$ cat src/rtl/regfile_wb_scoreboard.sv
// regfile_wb_scoreboard
//   Pending-write scoreboard and pipelined one-hot write-enable decoder,
//   placed between the issue stage and a 2**ADDR_W entry register file.
//   It blocks issue on RAW/WAW hazards against outstanding writes. A
//   writeback arriving in the same cycle releases the hazard.
//
// Ports
//   clk, reset_n      rising-edge clock, asynchronous active-low reset
//   issue_valid/addr  instruction presented for issue and its destination
//   rd_en_a/rd_addr_a source operand A used / register
//   rd_en_b/rd_addr_b source operand B used / register
//   wb_valid/wb_addr  writeback completing this cycle / destination
//   we_onehot         one-hot register write enable, WE_LAT cycles after wb
//   pending           scoreboard, bit i = write to reg i outstanding
//   stall             combinational, issue blocked this cycle
//   issue_accept      combinational, issue_valid & ~stall
//   pend_count        registered popcount of pending
//   wb_err            sticky, writeback to a non-pending register seen
module regfile_wb_scoreboard #(
  parameter int unsigned ADDR_W   = 4,
  parameter int unsigned NUM_REGS = 2**ADDR_W,
  parameter int unsigned WE_LAT   = 1
) (
  input  logic                clk,
  input  logic                reset_n,
  input  logic                issue_valid,
  input  logic [ADDR_W-1:0]   issue_addr,
  input  logic                rd_en_a,
  input  logic [ADDR_W-1:0]   rd_addr_a,
  input  logic                rd_en_b,
  input  logic [ADDR_W-1:0]   rd_addr_b,
  input  logic                wb_valid,
  input  logic [ADDR_W-1:0]   wb_addr,
  output logic [NUM_REGS-1:0] we_onehot,
  output logic [NUM_REGS-1:0] pending,
  output logic                stall,
  output logic                issue_accept,
  output logic [ADDR_W:0]     pend_count,
  output logic                wb_err
);

  generate
    if (WE_LAT < 1 || WE_LAT > 4) begin : g_bad_we_lat
      $error("regfile_wb_scoreboard: WE_LAT must be within 1..4");
    end
  endgenerate

  logic [NUM_REGS-1:0] r_pending;
  logic [ADDR_W:0]     r_pend_count;
  logic                r_wb_err;
  logic [NUM_REGS-1:0] r_we_pipe [WE_LAT];

  logic [NUM_REGS-1:0] w_clear;
  logic [NUM_REGS-1:0] w_set;
  logic [NUM_REGS-1:0] w_eff;
  logic [NUM_REGS-1:0] w_pend_next;
  logic [ADDR_W:0]     w_pend_pop;
  logic                w_stall;
  logic                w_accept;

  always_comb begin
    w_clear = '0;
    if (wb_valid) w_clear[wb_addr] = 1'b1;

    // Same-cycle writeback hides its register from the hazard check.
    w_eff = r_pending & ~w_clear;

    // Last term is the WAW check on the destination.
    w_stall = issue_valid & ((rd_en_a & w_eff[rd_addr_a]) |
                             (rd_en_b & w_eff[rd_addr_b]) |
                             w_eff[issue_addr]);
    w_accept = issue_valid & ~w_stall;

    w_set = '0;
    if (w_accept) w_set[issue_addr] = 1'b1;

    // Set applied after clear so a new issue wins over a same-cycle writeback.
    w_pend_next = (r_pending & ~w_clear) | w_set;

    w_pend_pop = '0;
    for (int unsigned i = 0; i < NUM_REGS; i++)
      w_pend_pop = w_pend_pop + {{ADDR_W{1'b0}}, w_pend_next[i]};
  end

  always_ff @(posedge clk or negedge reset_n) begin
    if (!reset_n) begin
      r_pending    <= '0;
      r_pend_count <= '0;
      r_wb_err     <= 1'b0;
    end else begin
      r_pending    <= w_pend_next;
      r_pend_count <= w_pend_pop;
      if (wb_valid && !r_pending[wb_addr]) r_wb_err <= 1'b1;
    end
  end

  // Stage 0 holds the decoded writeback; later stages are pure delay.
  always_ff @(posedge clk or negedge reset_n) begin
    if (!reset_n) begin
      for (int unsigned i = 0; i < WE_LAT; i++) r_we_pipe[i] <= '0;
    end else begin
      r_we_pipe[0] <= w_clear;
      for (int unsigned i = 1; i < WE_LAT; i++) r_we_pipe[i] <= r_we_pipe[i-1];
    end
  end

  assign we_onehot    = r_we_pipe[WE_LAT-1];
  assign pending      = r_pending;
  assign pend_count   = r_pend_count;
  assign wb_err       = r_wb_err;
  assign stall        = w_stall;
  assign issue_accept = w_accept;

endmodule

$ cat config.mk
export PLATFORM = sky130hd
export DESIGN_NAME = regfile_wb_scoreboard
export DESIGN_NICKNAME = d
export VERILOG_FILES = /design/src/rtl/regfile_wb_scoreboard.sv
export SDC_FILE = /design/constraint.sdc
export NUM_CORES = 1
export LEC_CHECK = 0
export ABC_AREA = 1
export CAP_MARGIN = 10
export CORE_MARGIN = 2
export CORE_UTILIZATION = 35
export DETAILED_ROUTE_END_ITERATION = 10
export PLACE_DENSITY_LB_ADDON = 0.08
export SYNTH_ARGS = -nofsm -noshare
export SYNTH_HDL_FRONTEND = slang
export SYNTH_SLANG_ARGS = --single-unit
$ cat constraint.sdc
create_clock -name clk -period 8.1 [get_ports clk]
set_input_delay 1.215 -clock clk [delete_from_list [all_inputs] [get_ports clk]]
set_output_delay 1.215 -clock clk [all_outputs]
set_load 0.03 [all_outputs]
Yosys cells after proc, flatten, opt, wreduce, memory -nomap -nowiden
Cells that the tools add are included.
W data, S select, Z words.
Cells by class
  add/sub/neg operators: 15
  multipliers: 0
  div/mod/pow operators: 0
  $lt $le $gt $ge: 6
  equality and inequality tests: 0
  shift-type cells: 0
  mux-type cells: 14
  bitwise gates (word level): 10
  reductions and logical operators: 4
Operators with widths (number)
  $add A5 B1 Y5: 11
  $mux W16: 2
  $lt A4 B5 Y1 const B: 4
  $and A16 B16 Y16: 1
  $bmux W1 S4: 4
  $not A16 Y16: 1
  $or A16 B16 Y16: 1
  $demux W1 S4: 2
  $ge A4 B1 Y1 const B: 2
  $mux W1: 6
  $add A4 B1 Y5: 1
  $add A3 B1 Y4: 1
  $and A1 B1 Y1: 4
  $add A2 B1 Y3: 1
  $logic_and A1 B1 Y1: 3
  $add A1 B1 Y2: 1
  $or A1 B1 Y1: 2
  $logic_not A1 Y1: 1
  $not A1 Y1: 1
Word-level totals
  register bits: 38
  bits in latches: 0
  memory bits (writable): 0
  bits in read-only memories: 0
  bits of input ports: 22
  logic and storage cells: 53
  memories kept: 0

Logic depth before layout (Yosys ltp)
Gate-level depths: netlist of run 1.
  word-level depth: 32
  mapped depth: 26
  mapped depth without buffers: 25

Worst setup path before layout of run 1
No wires, ideal clock.
  kind: input-to-reg
  start point: in wb_addr[2]
  end point: reg r_pend_count[2], in the netlist pend_count[2]
  library setup time: 0.124 ns
  data arrival time: 5.357 ns
  required time: 7.976 ns
  path slack: 2.619 ns
  stages on the path: 21
  path buffers: 1
  cell sequence: nor2_1 > nand3_1 > inv_1 > nor2_1 > nand2_1 > nand2_1 > o21ai_0 > nand2_1 > nor2_4 > nand4_4 > buf_6 > o21bai_1 > fa_1 > inv_1 > fa_1 > fa_1 > fa_1 > inv_1 > ha_1 > fa_1 > xor2_1
RTL lines
  from (decl): RTL line 33  | input logic [ADDR_W-1:0] wb_addr,
  $lt A4 B5 Y1 (implied by the code) or $ge A4 B1 Y1 (tied branches): RTL line 63  | if (wb_valid) w_clear[wb_addr] = 1'b1;
  $logic_and A1 B1 Y1 (implied by the code): RTL line 63
  $mux W1 (implied by the code): RTL line 63
  $demux W1 S4 *: RTL line 63
  $mux W16 *: RTL line 63
  named net w_clear[2]: RTL line 53  | logic [NUM_REGS-1:0] w_clear;
  $not A16 Y16 *: RTL line 66  | w_eff = r_pending & ~w_clear;
  $and A16 B16 Y16 *: RTL line 66
  [... 7 more ...]
  $and A1 B1 Y1 *: RTL line 72  | w_accept = issue_valid & ~w_stall;
  $mux W16 *: RTL line 75  | if (w_accept) w_set[issue_addr] = 1'b1;
  $or A16 B16 Y16 *: RTL line 78  | w_pend_next = (r_pending & ~w_clear) | w_set;
  named net w_pend_next[3]: RTL line 56  | logic [NUM_REGS-1:0] w_pend_next;
  $add A3 B1 Y4 *: RTL line 82  | w_pend_pop = w_pend_pop + {{ADDR_W{1'b0}}, w_pend_next[i]};
  $add A4 B1 Y5 *: RTL line 82
  $add A5 B1 Y5 * (11 in a row): RTL line 82
  named net w_pend_pop[2]: RTL line 57  | logic [ADDR_W:0] w_pend_pop;
  to (signal assigned): RTL line 92  | r_pend_count <= w_pend_pop;
  to (decl): RTL line 49  | logic [ADDR_W:0] r_pend_count;
The timed path passes the listed nets; every way through them passes the cells marked *. The select of a mux whose other input is x is not followed.
A chain may end at the register's enable or synchronous reset.

Final worst setup path of run 1
  start point: in wb_addr[2]
  end point: reg r_pend_count[4], in the netlist pend_count[4]
On the way
  word-level cells in the longest chain between the ends: 32
Ends and longest elaborated chain (RTL line)
  $lt A4 B5 Y1 (implied by the code) or $ge A4 B1 Y1 (tied branches): 63
  $logic_and A1 B1 Y1 (implied by the code): 63
  $mux W1 (implied by the code): 63
  $demux W1 S4 *: 63
  $mux W16 *: 63
  $not A16 Y16 *: 66, 78
  $and A16 B16 Y16 *: 66, 78
  $bmux W1 S4, on equally long branches: 69, 70
  [... 8 more ...]
  $or A16 B16 Y16 *: 78
  named net w_pend_next[0]: 56
  $add A1 B1 Y2 *: 82
  $add A2 B1 Y3 *: 82
  $add A3 B1 Y4 *: 82
  $add A4 B1 Y5 *: 82
  $add A5 B1 Y5 * (11 in a row): 82
  named net w_pend_pop[4]: 57
Marked as above.

==> results of run 1 <==
[state kept, by name (all words and copies together), names as in the netlist]
| register | flops |
|---|---|
| pend_count | 5 |
| pending | 16 |
| wb_err | 1 |
| we_onehot | 16 |
[stage by stage]
stage | util | std cells | hold slack, ns | total power [mW]
3_5_place_dp | 0.455 | 491 | 0.478 | 0.922
2_1_floorplan | - | 335 | 0.650 | 0.726
6_report | 0.468 | 499 | 0.487 | 1.04
4_1_cts | 0.468 | 499 | 0.498 | 1.06
3_3_place_gp | 0.455 | 491 | 0.474 | 0.927
5_1_grt | 0.468 | 499 | 0.513 | 1.16
[power groups by stage]
stage	clock network, mW	logic [mW]	registers (mW)
floorplan	0	0.396	0.330
global placement	0	0.653	0.274
detailed placement	0	0.649	0.273
CTS	0.138	0.652	0.269
global route	0.144	0.742	0.274
finish	0.134	0.639	0.270
[metal layers]
metal	vias up	global-route usage	part of all wire
met1	1159	0.253	0.44
li1	1207	-	-
met4	0	0.0718	0.019
met2	82	0.325	0.49
met3	13	0.0352	0.051
met5	-	0	0
[layout make-up]
type | count | area, µm² | share of cell area
Clock buffer | 5 | 68.8 | 0.0204
Clock inverter | 3 | 21.3 | 0.00630
Inverter | 61 | 229 | 0.0679
Multi-Input combinational cell | 232 | 1380 | 0.407
Sequential cell | 38 | 951 | 0.282
Tap cell | 99 | 124 | 0.0367
Timing Repair Buffer | 61 | 606 | 0.179
[how the worst min path moves through the flow]
stage,cells past startpoint,to
3_5_place_dp,1,wb_err
4_1_cts,1,wb_err
3_3_place_gp,1,wb_err
2_1_floorplan,1,wb_err
5_1_grt,1,wb_err
6_report,1,wb_err
[critical path, stage by stage]
cell	delay (ns)
sky130_fd_sc_hd__clkdlybuf4s50_1	0.51
sky130_fd_sc_hd__nor2_1	0.40
sky130_fd_sc_hd__nand3_1	0.26
sky130_fd_sc_hd__nand2_1	0.18
sky130_fd_sc_hd__o21ai_0	0.09
sky130_fd_sc_hd__o21ai_0	0.17
sky130_fd_sc_hd__nand2_1	0.13
sky130_fd_sc_hd__nor2_4	0.13
sky130_fd_sc_hd__nand4_4	0.36
sky130_fd_sc_hd__o21ai_0	0.39
sky130_fd_sc_hd__fa_1	0.47
sky130_fd_sc_hd__inv_1	0.09
sky130_fd_sc_hd__fa_1	0.44
sky130_fd_sc_hd__fa_1	0.48
sky130_fd_sc_hd__fa_1	0.49
sky130_fd_sc_hd__inv_1	0.04
sky130_fd_sc_hd__ha_1	0.22
sky130_fd_sc_hd__fa_1	0.41
sky130_fd_sc_hd__nand2_1	0.08
sky130_fd_sc_hd__a21boi_0	0.08
[cells in the mapped netlist, drive strengths merged]
cell	count	area share
a21oi	8	0.015
nand3	66	0.13
buf	2	0.0087
nand4	1	0.0082
dfrtp	38	0.37
inv	61	0.089
o21ai	12	0.023
clkbuf	2	0.0029
a41o	1	0.0039
nand3b	1	0.0029
nand2	68	0.099
o221ai	3	0.010
nor2	35	0.065
a22oi	3	0.0087
o22ai	1	0.0024
ha	5	0.024
o21bai	12	0.045
xor2	2	0.0068
fa	10	0.077
a21boi	4	0.012
[layout by cell type, fill, tap and decap left out, types with 4 or more instances in the layout]
cell type,synthesis,final
sky130_fd_sc_hd__clkbuf_8,0,5
sky130_fd_sc_hd__nor2_1,28,28
sky130_fd_sc_hd__dfrtp_1,38,38
sky130_fd_sc_hd__o21bai_2,7,7
sky130_fd_sc_hd__nor2_4,4,4
sky130_fd_sc_hd__a21oi_1,8,8
sky130_fd_sc_hd__a21boi_0,4,4
sky130_fd_sc_hd__o21bai_1,5,5
sky130_fd_sc_hd__nand3_1,66,66
sky130_fd_sc_hd__inv_1,59,59
sky130_fd_sc_hd__fa_1,10,10
sky130_fd_sc_hd__o21ai_0,9,9
sky130_fd_sc_hd__ha_1,5,5
sky130_fd_sc_hd__clkdlybuf4s50_1,0,60
sky130_fd_sc_hd__nand2_1,68,68
[cell families after synthesis]
kind of cell             share of synthesized area
buffers and inverters                        0.100
flip-flops                                   0.368
XOR/XNOR                                   0.00678
adder cells (fa/ha/maj)                      0.102
AND/OR/NAND/NOR                              0.303
AO/OA/AOI/OAI                                0.121
==> results.yml, run 1 <==
status:
  run_status: "completed"
global_routing:
  globalRouteOverflowTotal: 0
  gr_util_all_layers: 0.194
  grt_first_pass_wirelength_mm: 12.5
  grt_antenna_before_repair: 0
  first_global_vias: 2450
  grt_max_degree: 39
route:
  drt_wl_total_mm: 7.66
  drc_errors: 0
  initial_drt_markers: 168
  detail_routed_via_count_per_cell: 4.93
  ant_nets: 0
  detailedRoute.firstPassIterationCount: 4
  detail_route.wl_per_cell_um: 15.3
  route.vias.total: 2461
critical_path:
  startpoint: "wb_addr[2]"
  worstSetupEndpointType: "register"
  cp_data_arrival_time_ns: 6.66
  worstSetupStartpointType: "input port"
  critical_path.max_fanout: 26
  cp.required_ns: 8.28
  r2r_slack_ns: 3.22
  rr_worst_depth: 19
  r2r_start: "pending[3]"
  timing.rr.end: "pend_count[4]"
  setup.worst_path.class: "in2reg"
  endpoint: "pend_count[4]"
floorplan:
  die_area_um2: 8090
  floorplan.initialDensity: 0.358
  io-pin-count: 62
  fp-row-count: 31
  die_w_um: 89.9
  die_height_um: 89.9
  coreArea_um2: 7210
synthesis:
  synthesis.area_um2: 2580
  synthesis.area_per_instance_um2: 7.72
  synth_seq_area_share: 0.368
  ys_warn_count: 0
  synth_cell_type_count: 25
  postSynthNetCount: 372
  yosys_register_bits: 38
  synthCells: 335
cts:
  clock-sinks: 38
  cts.htree.levels: 2
  cts_hold_repair.buffers: 0
  postCtsSetupRepairBufs: 0
  tritoncts.num_buffers: 5
  clock_tree_from_tritoncts: "built"
  ctsResizeCount: 0
  clkTransAtPathRegs_ns: 0.08
  clk-insertion-delay-late_ns: 0.30
  clock-root-buffer: "sky130_fd_sc_hd__clkbuf_8"
  cts_max_path_buffers: 2
hold_path:
  worst_hold_startpoint: "wb_err"
  timing.hold.worst.class: "reg2reg"
sta:
  fin_tns_setup_ns: 0
  pnr_worst_setup_slack_ns: 1.63
  final.setup_skew_ns: 0.00786
  timing_worst_slew_pin_value_ns: 0.853
  fin_crit_sh: 0.799
  slew_headroom: 0.431
  report.final.slew_viol_count: 0
  setup_viol: 0
  rsz0062_at_grt: "false"
  layout_min_cycle_time_ns: 6.47
  achievable-frequency_mhz: 155
  timing_hold_violations_final: 0
power:
  internal-power_mw: 0.561
  power_per_cell_area_nw_per_um2: 309
  p_switching_mw: 0.483
  power.ir.vdd_worst_uv: 319
  p_leak_nw: 1.68
  netSwitchingFraction: 0.463
  p_comb_frac: 0.613
  seq_power_share: 0.259
  clockPowerShare: 0.129
layout:
  fin_area_um2: 3370
  antenna_cells_inserted: 0
  nets: 436
  drive_gt1_frac: 0.0650
  layout_area_overhead_pct: 30.5
  num-fill-cells: 744
placement:
  hpwl_dp_mm: 6.12
  placedInstanceArea_um2: 3280
  numPortBuffers: 61
  dpl_ws_ns: 1.35
  routabilityCongestion: 0.854
run:
  cap_viol_max_count: 0
(Power assumes the default switching activity.)
==> run 2: changes to the inputs <==
==> constraint.sdc (replaced) <==
create_clock -name clk -period 5.99 [get_ports clk]
set_input_delay 0.8985 -clock clk [delete_from_list [all_inputs] [get_ports clk]]
set_output_delay 0.8985 -clock clk [all_outputs]
set_load 0.03 [all_outputs]
==> run 2 against run 1 <==
- routed wire length increased by 4.3%
- clock power increased by 37%
- critical path type unchanged
- register-to-register slack got worse by 1.9 ns
- largest power group unchanged
==> results.yml, run 2 (synthesized netlist as in run 1, its figures left out) <==
cts:
  clock-root-buffer: "sky130_fd_sc_hd__clkbuf_8"
  tritoncts.num_buffers: 5
  clock-sinks: 38
  clkTransAtPathRegs_ns: 0.08
  clock_tree_from_tritoncts: "built"
  cts_max_path_buffers: 2
  cts.htree.levels: 2
  clk-insertion-delay-late_ns: 0.29
route:
  detail_routed_via_count_per_cell: 4.98
  route.vias.total: 2652
  detailedRoute.firstPassIterationCount: 5
  ant_nets: 0
  detail_route.wl_per_cell_um: 15.0
  drc_errors: 0
  drt_wl_total_mm: 7.99
  initial_drt_markers: 155
critical_path:
  path_common_cell: "sky130_fd_sc_hd__fa_1"
  timing.critical_path.cells: "clkdlybuf4s50_1, nor2_2, buf_4, nand3_1, nand2_1, o21ai_0, o21ai_1, nand2_1, nor2_4, nand4_4, o21ai_0, fa_1, inv_1, fa_1, fa_1, fa_1, inv_1, ha_1, fa_1, xor2_1"
  critPathBufInv: 4
  cp.required_ns: 6.16
  worstSetupEndpointType: "register"
  critical_path.slowest_cell: "sky130_fd_sc_hd__fa_1"
  path_delay_family: "adder cells"
  slowest_delay_ns: 0.50
  cp_data_arrival_time_ns: 5.89
  worstSetupStartpointType: "input port"
  setup.worst_path.class: "in2reg"
  critical_path.max_fanout: 5
floorplan:
  die_height_um: 89.9
  floorplan.initialDensity: 0.358
  die_area_um2: 8090
  fp-row-count: 31
  io-pin-count: 62
  coreArea_um2: 7210
  die_w_um: 89.9
power:
  internal-power_mw: 0.800
  p_leak_nw: 1.85
  clockPowerShare: 0.127
  seq_power_share: 0.252
  p_comb_frac: 0.621
  power.ir.vdd_worst_uv: 581
  p_switching_mw: 0.652
  power_per_cell_area_nw_per_um2: 400
  power_mw: 1.45
  netSwitchingFraction: 0.449
sta:
  timing_hold_violations_final: 0
  final.setup_skew_ns: 0.00400
  slew_headroom: 0.428
  worst_hold_slack_ns: 0.508
  timing_worst_slew_pin_value_ns: 0.858
  fin_crit_sh: 0.955
  setup_viol: 0
  layout_min_cycle_time_ns: 5.72
  report.final.slew_viol_count: 0
  achievable-frequency_mhz: 175
global_routing:
  grt_max_degree: 39
  globalRouteOverflowTotal: 0
  grt_first_pass_wirelength_mm: 12.9
  gr_util_all_layers: 0.202
  first_global_vias: 2566
  grt_antenna_before_repair: 0
placement:
  numPortBuffers: 61
  hpwl_dp_mm: 6.40
  routabilityCongestion: 0.942
  placed_cells: 520
  placedInstanceArea_um2: 3500
layout:
  most-common-layout-cells: "sky130_fd_sc_hd__nand2_1, sky130_fd_sc_hd__nand3_1, sky130_fd_sc_hd__clkdlybuf4s50_1"
  layout_commonest_cell: "sky130_fd_sc_hd__nand2_1"
  final_core_utilization: 0.503
  layout_area_overhead_pct: 40.4
  drive_gt1_frac: 0.134
  antenna_cells_inserted: 0
  sequential_cell_area_um2: 951
  num-fill-cells: 750
  fin_area_um2: 3630
  multi_input_area_um2: 1380
  final_cells: 532
  nets: 469
run:
  cap_viol_max_count: 0
status:
  run_status: "completed"
hold_path:
  timing.hold.worst.class: "reg2reg"
-- run 2: cell count changes in the layout (fill, tap and decap cells not counted), sizes merged --
cell,previous run,this run
buf,1,34
clkbuf,5,7
clkinv,2,1
clkinvlp,1,0
-- run 2: timing repair --
item,in CTS,in global routing
endpoints found under the setup margin,0,2
buffers inserted,0,4
hold buffers,0,0
resized for setup,0,1
-- run 2: path summary, 6_finish.rpt --
| check | start | end | slack (ns) | cells after the start |
|---|---|---|---|---|
| max in group asynchronous | reset_n | we_onehot[8] | 4.74 | 1 |
| hold reg to reg | wb_err | wb_err | 0.51 | 1 |
| setup / recovery | wb_addr[0] | pend_count[2] | 0.27 | 20 |
| min in group asynchronous | reset_n | we_onehot[0] | 0.71 | 1 |
| setup reg to reg | pending[11] | pend_count[2] | 1.28 | 19 |
| hold / removal | wb_err | wb_err | 0.51 | 1 |
-- run 2: layout make-up --
| cell class | count | share of cell area |
|---|---|---|
| Multi-Input combinational cell | 232 | 0.380 |
| Sequential cell | 38 | 0.262 |
| Tap cell | 99 | 0.0341 |
| Clock inverter | 1 | 0.00138 |
| Clock buffer | 7 | 0.0238 |
| Timing Repair Buffer | 94 | 0.235 |
| Inverter | 61 | 0.0631 |
-- run 2: layer usage --
layer	vias to the layer above	share of wire	global-route usage
met4	0	0.033	0.0821
met1	1243	0.42	0.263
met2	112	0.49	0.336
met5	-	0	0
li1	1278	-	-
met3	19	0.062	0.0327
-- run 2: power groups by stage --
stage               combinational [mW]  clock (mW)  sequential (mW)
global route                      1.04       0.201            0.372
floorplan                        0.535           0            0.446
CTS                              0.921       0.190            0.365
finish                           0.903       0.184            0.366
detailed placement               0.915           0            0.370
global placement                 0.916           0            0.370
-- run 2: metrics by stage --
stage | setup TNS [ns] | worst slack, ns
6_report | 0 | 0.270
4_1_cts | 0 | 0.261
3_5_place_dp | -0.0343 | -0.0180
2_1_floorplan | 0 | 0.825
5_1_grt | -0.0156 | -0.00810
3_3_place_gp | -0.0332 | -0.0168
==> run 3: changes to the inputs <==
--- a/config.mk
+++ b/config.mk
@@ -8,7 +8,7 @@
 export ABC_AREA = 1
 export CAP_MARGIN = 10
 export CORE_MARGIN = 2
-export CORE_UTILIZATION = 35
+export CORE_UTILIZATION = 50
 export DETAILED_ROUTE_END_ITERATION = 10
 export PLACE_DENSITY_LB_ADDON = 0.08
 export SYNTH_ARGS = -nofsm -noshare
==> run 3 against run 2 <==
- sequential power about the same
- total power grew 4.5%
- design area shrank 0.55%
- largest cell class unchanged
- critical path type unchanged
==> results.yml, run 3 (synthesized netlist as in run 1, its figures left out) <==
layout:
  num-fill-cells: 402
  layout_commonest_cell: "sky130_fd_sc_hd__nand2_1"
  layout_area_overhead_pct: 39.6
  final_core_utilization: 0.716
  multi_input_area_um2: 1400
  antenna_cells_inserted: 0
  sequential_cell_area_um2: 951
  nets: 461
  most-common-layout-cells: "sky130_fd_sc_hd__nand2_1, sky130_fd_sc_hd__nand3_1, sky130_fd_sc_hd__inv_1"
  fin_area_um2: 3610
  final_cells: 495
  drive_gt1_frac: 0.129
floorplan:
  die_area_um2: 5760
  coreArea_um2: 5040
  floorplan.initialDensity: 0.513
  die_height_um: 75.9
  fp-row-count: 26
  io-pin-count: 62
  die_w_um: 75.9
cts:
  clock-root-buffer: "sky130_fd_sc_hd__clkbuf_8"
  tritoncts.num_buffers: 5
  clock_tree_from_tritoncts: "built"
  cts.htree.levels: 2
  clock-sinks: 38
  clkTransAtPathRegs_ns: 0.08
  clk-insertion-delay-late_ns: 0.30
  cts_max_path_buffers: 2
critical_path:
  cp.required_ns: 6.18
  worstSetupStartpointType: "input port"
  setup.worst_path.class: "in2reg"
  critical_path.max_fanout: 7
  cp_data_arrival_time_ns: 5.89
  worstSetupEndpointType: "register"
global_routing:
  globalRouteOverflowTotal: 0
  grt_first_pass_wirelength_mm: 12.6
  gr_util_all_layers: 0.276
  grt_max_degree: 39
  first_global_vias: 2513
  grt_antenna_before_repair: 0
run:
  cap_viol_max_count: 0
power:
  seq_power_share: 0.240
  power_mw: 1.52
  netSwitchingFraction: 0.447
  p_leak_nw: 1.85
  p_switching_mw: 0.678
  clockPowerShare: 0.147
  p_comb_frac: 0.613
  internal-power_mw: 0.840
  power_per_cell_area_nw_per_um2: 421
  power.ir.vdd_worst_uv: 760
sta:
  report.final.slew_viol_count: 0
  layout_min_cycle_time_ns: 5.71
  slew_headroom: 0.446
  pnr_worst_setup_slack_ns: 0.283
  fin_tns_setup_ns: 0
  timing_hold_violations_final: 0
  setup_viol: 0
  fin_crit_sh: 0.953
  worst_hold_slack_ns: 0.494
  final.setup_skew_ns: 0.00792
  timing_worst_slew_pin_value_ns: 0.831
  achievable-frequency_mhz: 175
route:
  route.vias.total: 2673
  initial_drt_markers: 392
  detailedRoute.firstPassIterationCount: 6
  detail_routed_via_count_per_cell: 5.40
  drt_wl_total_mm: 7.72
  drc_errors: 0
  ant_nets: 0
  detail_route.wl_per_cell_um: 15.6
status:
  run_status: "completed"
placement:
  dpl_ws_ns: -0.180
  routabilityCongestion: 0.933
  placed_cells: 480
  numPortBuffers: 61
  hpwl_dp_mm: 5.95
  placedInstanceArea_um2: 3380
hold_path:
  timing.hold.worst.class: "reg2reg"
[run 3: per-layer routing]
metal  track usage  vias to the layer above  part of all wire
met2         0.451                      146              0.49
met4         0.129                        0             0.040
li1              -                     1254                 -
met5             0                        -                 0
met1         0.363                     1241              0.40
met3        0.0440                       32             0.070
[run 3: what timing repair did]
| action | in CTS | in global routing |
|---|---|---|
| hold buffers | 0 | 0 |
| buffers inserted | 0 | 7 |
| resized for setup | 0 | 11 |
| setup endpoints to repair | 0 | 3 |
[run 3: final cells by class]
cell class / instances / share of cell area
multi-input cells: 232 / 0.388
flip-flops and latches: 38 / 0.264
repair buffers: 86 / 0.229
inverters: 61 / 0.0635
well taps: 70 / 0.0243
clock buffers: 5 / 0.0191
clock inverters: 3 / 0.0125
[run 3: power by group through the flow]
stage               logic [mW]  clock network (mW)  registers (mW)
floorplan                0.535                   0           0.446
global placement         0.885                   0           0.366
detailed placement       0.917                   0           0.366
CTS                      0.926               0.226           0.361
global route              1.06               0.236           0.369
finish                   0.931               0.224           0.364
[run 3: worst paths after layout]
path / from / end / slack, ns / depth (start not counted)
worst min register to register: wb_err / wb_err / 0.49 / 1
worst max register to register: pending[15] / pend_count[4] / 1.28 / 20
min in group asynchronous: reset_n / we_onehot[4] / 0.69 / 1
worst max-delay path: wb_addr[2] / pend_count[4] / 0.28 / 22
max in group asynchronous: reset_n / pending[12] / 4.77 / 1
worst min-delay path: wb_err / wb_err / 0.49 / 1
[run 3: critical path, cell delays in order]
cell	delay, ns
sky130_fd_sc_hd__clkdlybuf4s50_1	0.52
sky130_fd_sc_hd__inv_1	0.06
sky130_fd_sc_hd__nor2_2	0.22
sky130_fd_sc_hd__nand3_1	0.22
sky130_fd_sc_hd__nand2_1	0.18
sky130_fd_sc_hd__o21ai_0	0.09
sky130_fd_sc_hd__o21ai_1	0.13
sky130_fd_sc_hd__nand2_1	0.09
sky130_fd_sc_hd__nor2_4	0.13
sky130_fd_sc_hd__nand4_4	0.18
sky130_fd_sc_hd__buf_4	0.21
sky130_fd_sc_hd__o21bai_2	0.16
sky130_fd_sc_hd__fa_1	0.44
sky130_fd_sc_hd__inv_1	0.08
sky130_fd_sc_hd__fa_1	0.44
sky130_fd_sc_hd__fa_1	0.50
sky130_fd_sc_hd__fa_1	0.49
sky130_fd_sc_hd__inv_1	0.04
sky130_fd_sc_hd__ha_1	0.22
sky130_fd_sc_hd__fa_1	0.41
sky130_fd_sc_hd__nand2_1	0.09
sky130_fd_sc_hd__a21boi_0	0.08
